`src/rtl/axi_sram_slave.sv`:
```
// AXI3 slave bridging one outstanding read or write burst onto a single-port synchronous SRAM.
// Reads take two cycles per beat (address, then data); writes go straight to the SRAM on each W handshake.
module axi_sram_slave #(
    parameter int RAM_AW = 16
) (
    input  logic              clk,
    input  logic              resetn,

    input  logic [3:0]        arid,
    input  logic [31:0]       araddr,
    input  logic [7:0]        arlen,
    input  logic [2:0]        arsize,
    input  logic [1:0]        arburst,
    input  logic [1:0]        arlock,
    input  logic [3:0]        arcache,
    input  logic [2:0]        arprot,
    input  logic              arvalid,
    output logic              arready,

    output logic [3:0]        rid,
    output logic [31:0]       rdata,
    output logic [1:0]        rresp,
    output logic              rlast,
    output logic              rvalid,
    input  logic              rready,

    input  logic [3:0]        awid,
    input  logic [31:0]       awaddr,
    input  logic [7:0]        awlen,
    input  logic [2:0]        awsize,
    input  logic [1:0]        awburst,
    input  logic [1:0]        awlock,
    input  logic [3:0]        awcache,
    input  logic [2:0]        awprot,
    input  logic              awvalid,
    output logic              awready,

    input  logic [3:0]        wid,
    input  logic [31:0]       wdata,
    input  logic [3:0]        wstrb,
    input  logic              wlast,
    input  logic              wvalid,
    output logic              wready,

    output logic [3:0]        bid,
    output logic [1:0]        bresp,
    output logic              bvalid,
    input  logic              bready,

    output logic              ram_en,
    output logic [3:0]        ram_we,
    output logic [RAM_AW-1:0] ram_addr,
    output logic [31:0]       ram_wdata,
    input  logic [31:0]       ram_rdata,

    output logic [2:0]        dbg_state
);

    // Handshakes: a transfer happens on a rising edge where valid and ready are both high;
    // valid-side payloads are held by the master until then, and R/B payloads here are held likewise.

    typedef enum logic [2:0] {
        IDLE    = 3'd0,
        RD_REQ  = 3'd1,
        RD_RESP = 3'd2,
        WR_DATA = 3'd3,
        WR_RESP = 3'd4
    } state_t;

    localparam logic [1:0] RESP_OKAY   = 2'b00;
    localparam logic [1:0] RESP_SLVERR = 2'b10;
    localparam logic [1:0] BURST_FIXED = 2'b00;
    localparam logic [1:0] BURST_RSVD  = 2'b11;

    state_t      state;
    logic        prio;
    logic [31:0] addr;
    logic [7:0]  len;
    logic [2:0]  size;
    logic [1:0]  burst;
    logic [7:0]  cnt;
    logic        err;
    logic [1:0]  bresp_acc;

    logic        idle;
    logic        sel_rd;
    logic        sel_wr;
    logic        w_hs;
    logic        is_last;
    logic        ar_err;
    logic        aw_err;
    logic [31:0] next_addr;
    logic [1:0]  wr_resp_next;

    // Attribute inputs carry no meaning for a plain SRAM.
    logic unused_inputs;
    assign unused_inputs = ^{arlock, arcache, arprot, awlock, awcache, awprot, wid, addr};

    always_comb begin
        idle         = resetn && (state == IDLE);
        // prio picks the winner only when both address channels are valid together
        sel_rd       = arvalid && (!awvalid || !prio);
        sel_wr       = awvalid && (!arvalid || prio);
        arready      = idle && !sel_wr;
        awready      = idle && !sel_rd;
        wready       = resetn && (state == WR_DATA);
        w_hs         = wready && wvalid;
        is_last      = (cnt == len);
        ar_err       = (arsize > 3'd2) || (arburst == BURST_RSVD);
        aw_err       = (awsize > 3'd2) || (awburst == BURST_RSVD);
        next_addr    = (burst == BURST_FIXED) ? addr : addr + (32'd1 << size);
        wr_resp_next = (err || (wlast != is_last)) ? RESP_SLVERR : bresp_acc;

        ram_en       = resetn && ((state == RD_REQ) || w_hs);
        ram_we       = (w_hs && !err) ? wstrb : 4'b0000;
        ram_addr     = addr[RAM_AW+1:2];
        ram_wdata    = wdata;
        rdata        = ((state == RD_RESP) && rvalid && !err) ? ram_rdata : 32'd0;
        dbg_state    = state;
    end

    always_ff @(posedge clk) begin
        if (!resetn) begin
            state     <= IDLE;
            prio      <= 1'b0;
            addr      <= 32'd0;
            len       <= 8'd0;
            size      <= 3'd0;
            burst     <= 2'b00;
            cnt       <= 8'd0;
            err       <= 1'b0;
            bresp_acc <= RESP_OKAY;
            rid       <= 4'd0;
            rvalid    <= 1'b0;
            rlast     <= 1'b0;
            rresp     <= RESP_OKAY;
            bid       <= 4'd0;
            bvalid    <= 1'b0;
            bresp     <= RESP_OKAY;
        end else begin
            case (state)
                IDLE: begin
                    if (arvalid && arready) begin
                        rid   <= arid;
                        addr  <= araddr;
                        len   <= arlen;
                        size  <= arsize;
                        burst <= arburst;
                        err   <= ar_err;
                        cnt   <= 8'd0;
                        state <= RD_REQ;
                    end else if (awvalid && awready) begin
                        bid       <= awid;
                        addr      <= awaddr;
                        len       <= awlen;
                        size      <= awsize;
                        burst     <= awburst;
                        err       <= aw_err;
                        cnt       <= 8'd0;
                        bresp_acc <= aw_err ? RESP_SLVERR : RESP_OKAY;
                        state     <= WR_DATA;
                    end
                end

                RD_REQ: begin
                    rvalid <= 1'b1;
                    rlast  <= is_last;
                    rresp  <= err ? RESP_SLVERR : RESP_OKAY;
                    state  <= RD_RESP;
                end

                RD_RESP: begin
                    if (rready) begin
                        rvalid <= 1'b0;
                        rlast  <= 1'b0;
                        rresp  <= RESP_OKAY;
                        if (rlast) begin
                            prio  <= ~prio;
                            state <= IDLE;
                        end else begin
                            cnt   <= cnt + 8'd1;
                            addr  <= next_addr;
                            state <= RD_REQ;
                        end
                    end
                end

                WR_DATA: begin
                    // beat count, not wlast, decides where the burst ends
                    if (wvalid) begin
                        bresp_acc <= wr_resp_next;
                        if (is_last) begin
                            bvalid <= 1'b1;
                            bresp  <= wr_resp_next;
                            state  <= WR_RESP;
                        end else begin
                            cnt  <= cnt + 8'd1;
                            addr <= next_addr;
                        end
                    end
                end

                WR_RESP: begin
                    if (bready) begin
                        bvalid <= 1'b0;
                        bresp  <= RESP_OKAY;
                        prio   <= ~prio;
                        state  <= IDLE;
                    end
                end

                default: state <= IDLE;
            endcase
        end
    end

endmodule

```
`config.mk`:
```
export PLATFORM = sky130hd
export DESIGN_NAME = axi_sram_slave
export DESIGN_NICKNAME = d
export VERILOG_FILES = /design/src/rtl/axi_sram_slave.sv
export SDC_FILE = /design/constraint.sdc
export NUM_CORES = 1
export LEC_CHECK = 0
export ABC_AREA = 1
export BUFFER_PORTS_ARGS = -buffer_cell sky130_fd_sc_hd__clkbuf_2
export CAP_MARGIN = 5
export CORE_AREA = 2 2 119 121
export DETAILED_ROUTE_END_ITERATION = 8
export DIE_AREA = 0 0 121 123
export PLACE_DENSITY_LB_ADDON = 0.1
export SYNTH_ARGS = -nofsm -noshare
export SYNTH_HDL_FRONTEND = slang
export SYNTH_SLANG_ARGS = --single-unit
```
`constraint.sdc`:
```
create_clock -name clk -period 2.7 [get_ports clk]
set_input_delay 0.405 -clock clk [delete_from_list [all_inputs] [get_ports clk]]
set_output_delay 0.405 -clock clk [all_outputs]
set_load 0.01 [all_outputs]
```
==> results of run 1 <==
[kinds of logic after synthesis]
family          Yosys count  synth area share, %
compound gates          110                 12.0
xor+xnor                  6                 1.07
fa+ha+maj                10                 2.71
buf+inv                 222                 21.6
flops                    60                 24.5
other cells               1               0.0766
simple gates            437                 38.0
[stage by stage]
stage | area, um^2 | worst slack [ps]
after floorplan | 4890 | 590
after global placement | 5610 | 459
after detailed placement | 5610 | 447
after CTS | 5910 | 432
after global routing | 5910 | 154
final | 5910 | 404
[power groups by stage]
stage,logic (mW),registers [mW],clock network (mW)
final,2.77,1.42,1.18
after global routing,3.17,1.47,1.25
after CTS,2.81,1.42,1.23
after detailed placement,2.80,1.44,0
after global placement,2.79,1.44,0
after floorplan,2.29,1.37,0
[routing by layer]
layer | vias up | GRT usage (%)
met3 | 23 | 4.38
met4 | 0 | 6.03
li1 | 2824 | -
met1 | 2232 | 26.0
met5 | - | 0
met2 | 108 | 31.7
[how the worst min path moves through the flow]
stage / from / end / slack (ps) / cells after the start
2_1_floorplan: bresp_acc[0] / bresp_acc[0] / 410 / 2
3_3_place_gp: bresp_acc[0] / bresp_acc[0] / 430 / 2
3_5_place_dp: bresp_acc[0] / bresp_acc[0] / 430 / 2
4_1_cts: arid[2] / rid[2] / 250 / 3
5_1_grt: arid[3] / rid[3] / 280 / 3
6_report: arid[2] / rid[2] / 260 / 3
[cell type report]
cell class	instances	share of cell area (%)
Sequential cell	60	20.3
Multi-Input combinational cell	564	44.6
Clock buffer	11	4.11
Clock inverter	5	1.04
Inverter	145	9.21
Tap cell	180	3.81
Timing Repair Buffer	195	16.9
[cells in the mapped netlist, drive strengths merged]
| cell | number | share of area [%] |
|---|---|---|
| o21ai | 55 | 5.6 |
| nor3 | 14 | 1.4 |
| a221oi | 1 | 0.18 |
| nand3 | 35 | 4.2 |
| a31oi | 14 | 1.8 |
| clkbuf | 10 | 0.77 |
| ha | 9 | 2.3 |
| nor3b | 1 | 0.15 |
| a21oi | 32 | 3.3 |
| xnor2 | 1 | 0.18 |
| inv | 145 | 11 |
| a22o | 1 | 0.18 |
| fa | 1 | 0.41 |
| o32ai | 1 | 0.18 |
| a21o | 1 | 0.15 |
| a21boi | 1 | 0.15 |
| nand4 | 19 | 2.6 |
| buf | 67 | 9.7 |
| dfxtp | 60 | 25 |
| o22ai | 4 | 0.51 |
| nor2 | 135 | 11 |
| and2 | 1 | 0.13 |
| or2 | 1 | 0.13 |
| nand2 | 231 | 18 |
| conb | 1 | 0.077 |
| xor2 | 5 | 0.89 |
[worst reg2reg max path, cell delays in order, from the launching register on]
cell and delay [ps]:
dfxtp_1 430, inv_1 120, nor3_1 310, ha_1 340
nand2_1 130, inv_1 50, a21boi_0 160, nand3_1 240
nand2_1 130, nand2_1 60, a21oi_1 130, nor2_1 60
nor2_1 80
[registers in the layout, indices dropped and copies added (netlist names)]
register	flops
addr	18
bresp_acc	2
cnt	8
prio	1
rid	4
bresp	2
err	1
bid	4
rresp	1
dbg_state	3
len	8
rlast	1
burst	2
rvalid	1
bvalid	1
size	3
[cell usage in the layout, fill, tap and decap left out, types with 2 or more instances in the layout]
master      count
nand2_1       226
clkbuf_2      186
inv_1         138
nor2_1        129
dfxtp_1        60
o21ai_0        48
nand3_1        32
a21oi_1        32
nand4_1        18
nor3_1         14
a31oi_1        14
ha_1            9
clkbuf_16       9
buf_4           9
o21ai_1         7
inv_2           7
xor2_1          5
nand2_2         5
o22ai_1         4
clkinvlp_4      3
nor2_2          2
nand3_4         2
nor2_4          2
nor2_8          2
==> reports/metrics.yaml, run 1 <==
worst_setup_path_start_kind: "register"
power_frac_comb_pct: 51.6
hold_ws_ps: 263
fp.dieArea_um2: 14900
critPathTopFamily: "simple AND/OR/NAND/NOR gates"
maxCapViolations: 0
cp_cell_sequence: "inv_1, nor3_1, ha_1, nand2_1, inv_1, a21boi_0, nand3_1, nand2_1, nand2_1, a21oi_1, nor2_1, nor2_1"
p_per_area_nw_per_um2: 909
cp_max_fo: 6
nFillCells: 1552
syn_nets: 1052
syn_area_um2: 4890
fin_crit_sh_pct: 85.0
cts_setup_buffers: 0
highest_layer: "met4"
ir_worst_vdd_uv: 482
syn-instance-count: 846
first_pass_iters: 5
final_cells: 1160
grt_pass1_vias: 4758
clkSinkCount: 60
detail_route.wl_per_cell_um: 12.6
crit_type: "reg -> reg"
track_usage_pct: 19.6
total_power_mw: 5.37
die_h_um: 123
dp.cells: 1144
wl_um: 14600
antenna_found_initial: 0
p_leak_nw: 3.30
wl_met2_um: 6990
seqPwrFrac_pct: 26.3
gp_congestion: 0.836
clk_pin_slew_worst_paths_ps: 50
dieWidth_um: 121
finalMaxSlewViolations: 0
cp.arrival_ps: 2580
critPathBufInv: 2
cts_repair_resize_count: 0
initial_core_util_pct: 35.9
nNetsFinal: 1181
wirelength_met1_um: 6870
p_switching_mw: 2.54
multi_input_area_um2: 2640
finalCriticalPeriod_ps: 2300
fp-row-count: 43
viasPerCell: 4.47
wl_met3_um: 531
clock_insertion_delay_worst_skew_ps: 340
diodes: 0
grt_overflow_total: 0
antenna_left: 0
clock.fmax_mhz: 435
ys_seq_area_share_pct: 24.5
cpPeakStageDelay_ps: 430
post-route-util_pct: 43.4
slew_headroom_pct: 65.6
p_sw_share_pct: 47.2
crit_start: "size[0]"
synth.yosys.warnings: 0
ff_latch_area_um2: 1200
power.share.clock_pct: 22.0
numCtsBuffers: 9
dr_total_vias: 5187
drt_iter0_drc: 229
setup-violations-final: 0
cp_num_cells: 12
synth-seq-cells: 60
worst_pin_slew_ps: 515
hold_viol_final: 0
pin_count: 302
r2r_slack_ps: 400
endpoint_kind: "register"
endpoint: "addr[13]"
r2r-start: "size[0]"
rsz0062_at_grt: "no"
path_common_cell: "nand2_1"
drive_above_1_share_pct: 23.8
critical_path_required_ps: 2980
dp_hpwl_um: 11400
r2r_cells: 12
r2r-end: "addr[13]"
fin_skew_ps: 6.10
synth.distinct_cells: 38
tns_ps: 0
root_buffer: "clkbuf_16"
syn_to_final_growth_pct: 20.8
grt_max_degree: 38
holdBufCountCts: 0
drcViolationCount: 0
syn-mean-instance-area_um2: 5.78
slowest_stage: "dfxtp_1"
hold_path.class: "in -> reg"
power.internal_mw: 2.84
cts.path.max_buffers: 2
core_area_um2: 13600
grt_pass1_wl_um: 23000
htree_levels: 3
portBuffers: 186
status: "finished, final reports clean"
cts_tree: "yes"
Power figures use the tool's default switching activity.
==> inputs of run 2 (changes only) <==
CORE_AREA = 2 2 117 119   (was 2 2 119 121)
DIE_AREA = 0 0 119 121   (was 0 0 121 123)
GPL_TIMING_DRIVEN = 0   (was default)
clock period = 2.66 ns   (was 2.7 ns; I/O delays follow)
==> reports/metrics.yaml, run 2 (synthesis results as in run 1) <==
status: "finished, final reports clean"  # unchanged
final_cell_mix: "nand2_1 (226), clkbuf_2 (218), inv_1 (138), nor2_1 (129), dfxtp_1 (60)"  # was nand2_1 (226), clkbuf_2 (186), inv_1 (138), nor2_1 (129), dfxtp_1 (60)
setup-violations-final: 0  # unchanged
syn_to_final_growth_pct: 33.3  # was 20.8%
reg_top3: "addr: 18 flops, cnt: 8 flops, len: 8 flops"  # unchanged
detail_route.wl_per_cell_um: 12.6  # about the same
grt_pass1_wl_um: 25100  # was 23000 um
antenna_found_initial: 0  # unchanged
dieWidth_um: 119  # was 121 um
r2r_cells: 12  # unchanged
wl_um: 15900  # was 14600 um
portBuffers: 218  # was 186
dp_hpwl_um: 13000  # was 11400 um
layout_commonest_cell: "nand2_1"  # unchanged
rsz0062_at_grt: "no"  # unchanged
total_power_mw: 5.94  # was 5.37 mW
track_usage_pct: 22.0  # was 19.6%
wl_met2_um: 7760  # was 6990 um
die_h_um: 121  # was 123 um
holdBufCountCts: 0  # unchanged
root_buffer: "clkbuf_16"  # unchanged
cts_setup_buffers: 0  # unchanged
clk_pin_slew_worst_paths_ps: 60  # was 50 ps
maxCapViolations: 0  # unchanged
largest_register: "addr"  # unchanged
core_area_um2: 13100  # was 13600 um^2
diodes: 0  # unchanged
numCtsBuffers: 9  # unchanged
endpoint_kind: "output pin"  # was register
clock.fmax_mhz: 417
dr_total_vias: 5678  # was 5187
dp.cells: 1240  # was 1144
wirelength_met1_um: 7100  # was 6870 um
worst_slack_ps: 264  # was 404 ps
drt_iter0_drc: 256  # was 229
cp_max_fo: 10  # was 6
p_per_area_nw_per_um2: 911  # was 909 nW/um^2
pre_cts_slack_ps: 133  # was 447 ps
fin_skew_ps: 5.77  # was 6.10 ps
grt_overflow_total: 0  # unchanged
antenna_left: 0  # unchanged
worst_setup_path_start_kind: "register"  # unchanged
hold_viol_final: 0  # unchanged
hold_depth: 3  # unchanged
crit_type: "reg -> out"  # was reg -> reg
worst_pin_slew_ps: 640  # was 515 ps
final_cells: 1256  # was 1160
tns_ps: 0  # unchanged
initial_core_util_pct: 37.4  # was 35.9%
drive_above_1_share_pct: 29.6  # was 23.8%
pin_count: 302  # unchanged
drcViolationCount: 0  # unchanged
highest_layer: "met4"  # unchanged
power.share.clock_pct: 21.3  # was 22.0%
htree_levels: 3  # unchanged
grt_pass1_vias: 5254  # was 4758
wl_met3_um: 767  # was 531 um
p_leak_nw: 3.73  # was 3.30 nW
fp-row-count: 42  # was 43
cts_tree: "yes"  # unchanged
post-route-util_pct: 49.8  # was 43.4%
ir_worst_vdd_uv: 389  # was 482 uV
grt_max_degree: 12  # was 38
cts.path.max_buffers: 2  # unchanged
slew_headroom_pct: 57.3  # was 65.6%
clkSinkCount: 60  # unchanged
cp.arrival_ps: 2000  # was 2580 ps
fp.dieArea_um2: 14400  # was 14900 um^2
viasPerCell: 4.52  # was 4.47
p_sw_share_pct: 45.7  # was 47.2%
clock_insertion_delay_worst_skew_ps: 340  # about the same
nNetsFinal: 1281  # was 1181
seqPwrFrac_pct: 24.4  # was 26.3%
hold_ws_ps: 256  # was 263 ps
critical_path_required_ps: 2260  # was 2980 ps
largest_register_ffs: 18  # unchanged
hold_path.class: "in -> reg"  # unchanged
power.internal_mw: 3.23  # was 2.84 mW
gp_congestion: 0.884  # was 0.836
placed_cell_area_um2: 6200  # was 5610 um^2
fin_crit_sh_pct: 90.1
finalCriticalPeriod_ps: 2400
power_frac_comb_pct: 54.3  # was 51.6%
first_pass_iters: 5  # unchanged
p_switching_mw: 2.71  # was 2.54 mW
finalMaxSlewViolations: 0  # unchanged
stdcell_area_um2: 6520  # was 5910 um^2
run 2: cell count changes in the layout (fill, tap and decap cells not counted), moves of 3 or more:
cell	before	now
buf_4	9	49
clkbuf_2	186	218
buf_2	0	12
clkbuf_1	1	11
buf_1	0	3
buf_6	0	3
run 2: path summary, 6_finish.rpt:
path                startpoint           end  slack (ps)
setup / recovery  dbg_state[1]     rdata[23]         260
hold / removal         arid[0]        rid[0]         260
setup reg to reg       size[2]      addr[16]         280
hold reg to reg   bresp_acc[0]  bresp_acc[0]         440
run 2: power groups by stage:
stage                     clock network [mW]  logic, mW  registers [mW]
after global routing                    1.33       3.65            1.49
after CTS                               1.29       3.24            1.45
final                                   1.26       3.23            1.45
after detailed placement                   0       3.22            1.46
after floorplan                            0       2.32            1.40
after global placement                     0       3.20            1.46
run 2: area by class of cell:
class | count | area, um^2
Sequential cell | 60 | 1200
Tap cell | 176 | 220
Clock buffer | 10 | 229
Clock inverter | 6 | 88.8
Fill cell | 1474 | 6560
Buffer | 77 | 510
Multi-Input combinational cell | 564 | 2640
Timing Repair Buffer | 218 | 1090
Inverter | 145 | 544
run 2: per-layer routing:
metal	GRT usage, %	up-vias
li1	-	3033
met1	27.4	2472
met5	0	-
met2	38.5	154
met4	6.77	0
met3	3.90	19
run 2: repair_timing:
item	CTS	global route
hold endpoints to repair	0	0
resized for setup	0	1
endpoints found under the setup margin	0	3
run 2: critical path, cell delays in order, from the launching register on:
cell and delay (ps):
dfxtp_1 420, inv_2 100, nor2_2 230, nand3_1 230
clkbuf_1 270, nor2_1 220, clkbuf_2 170
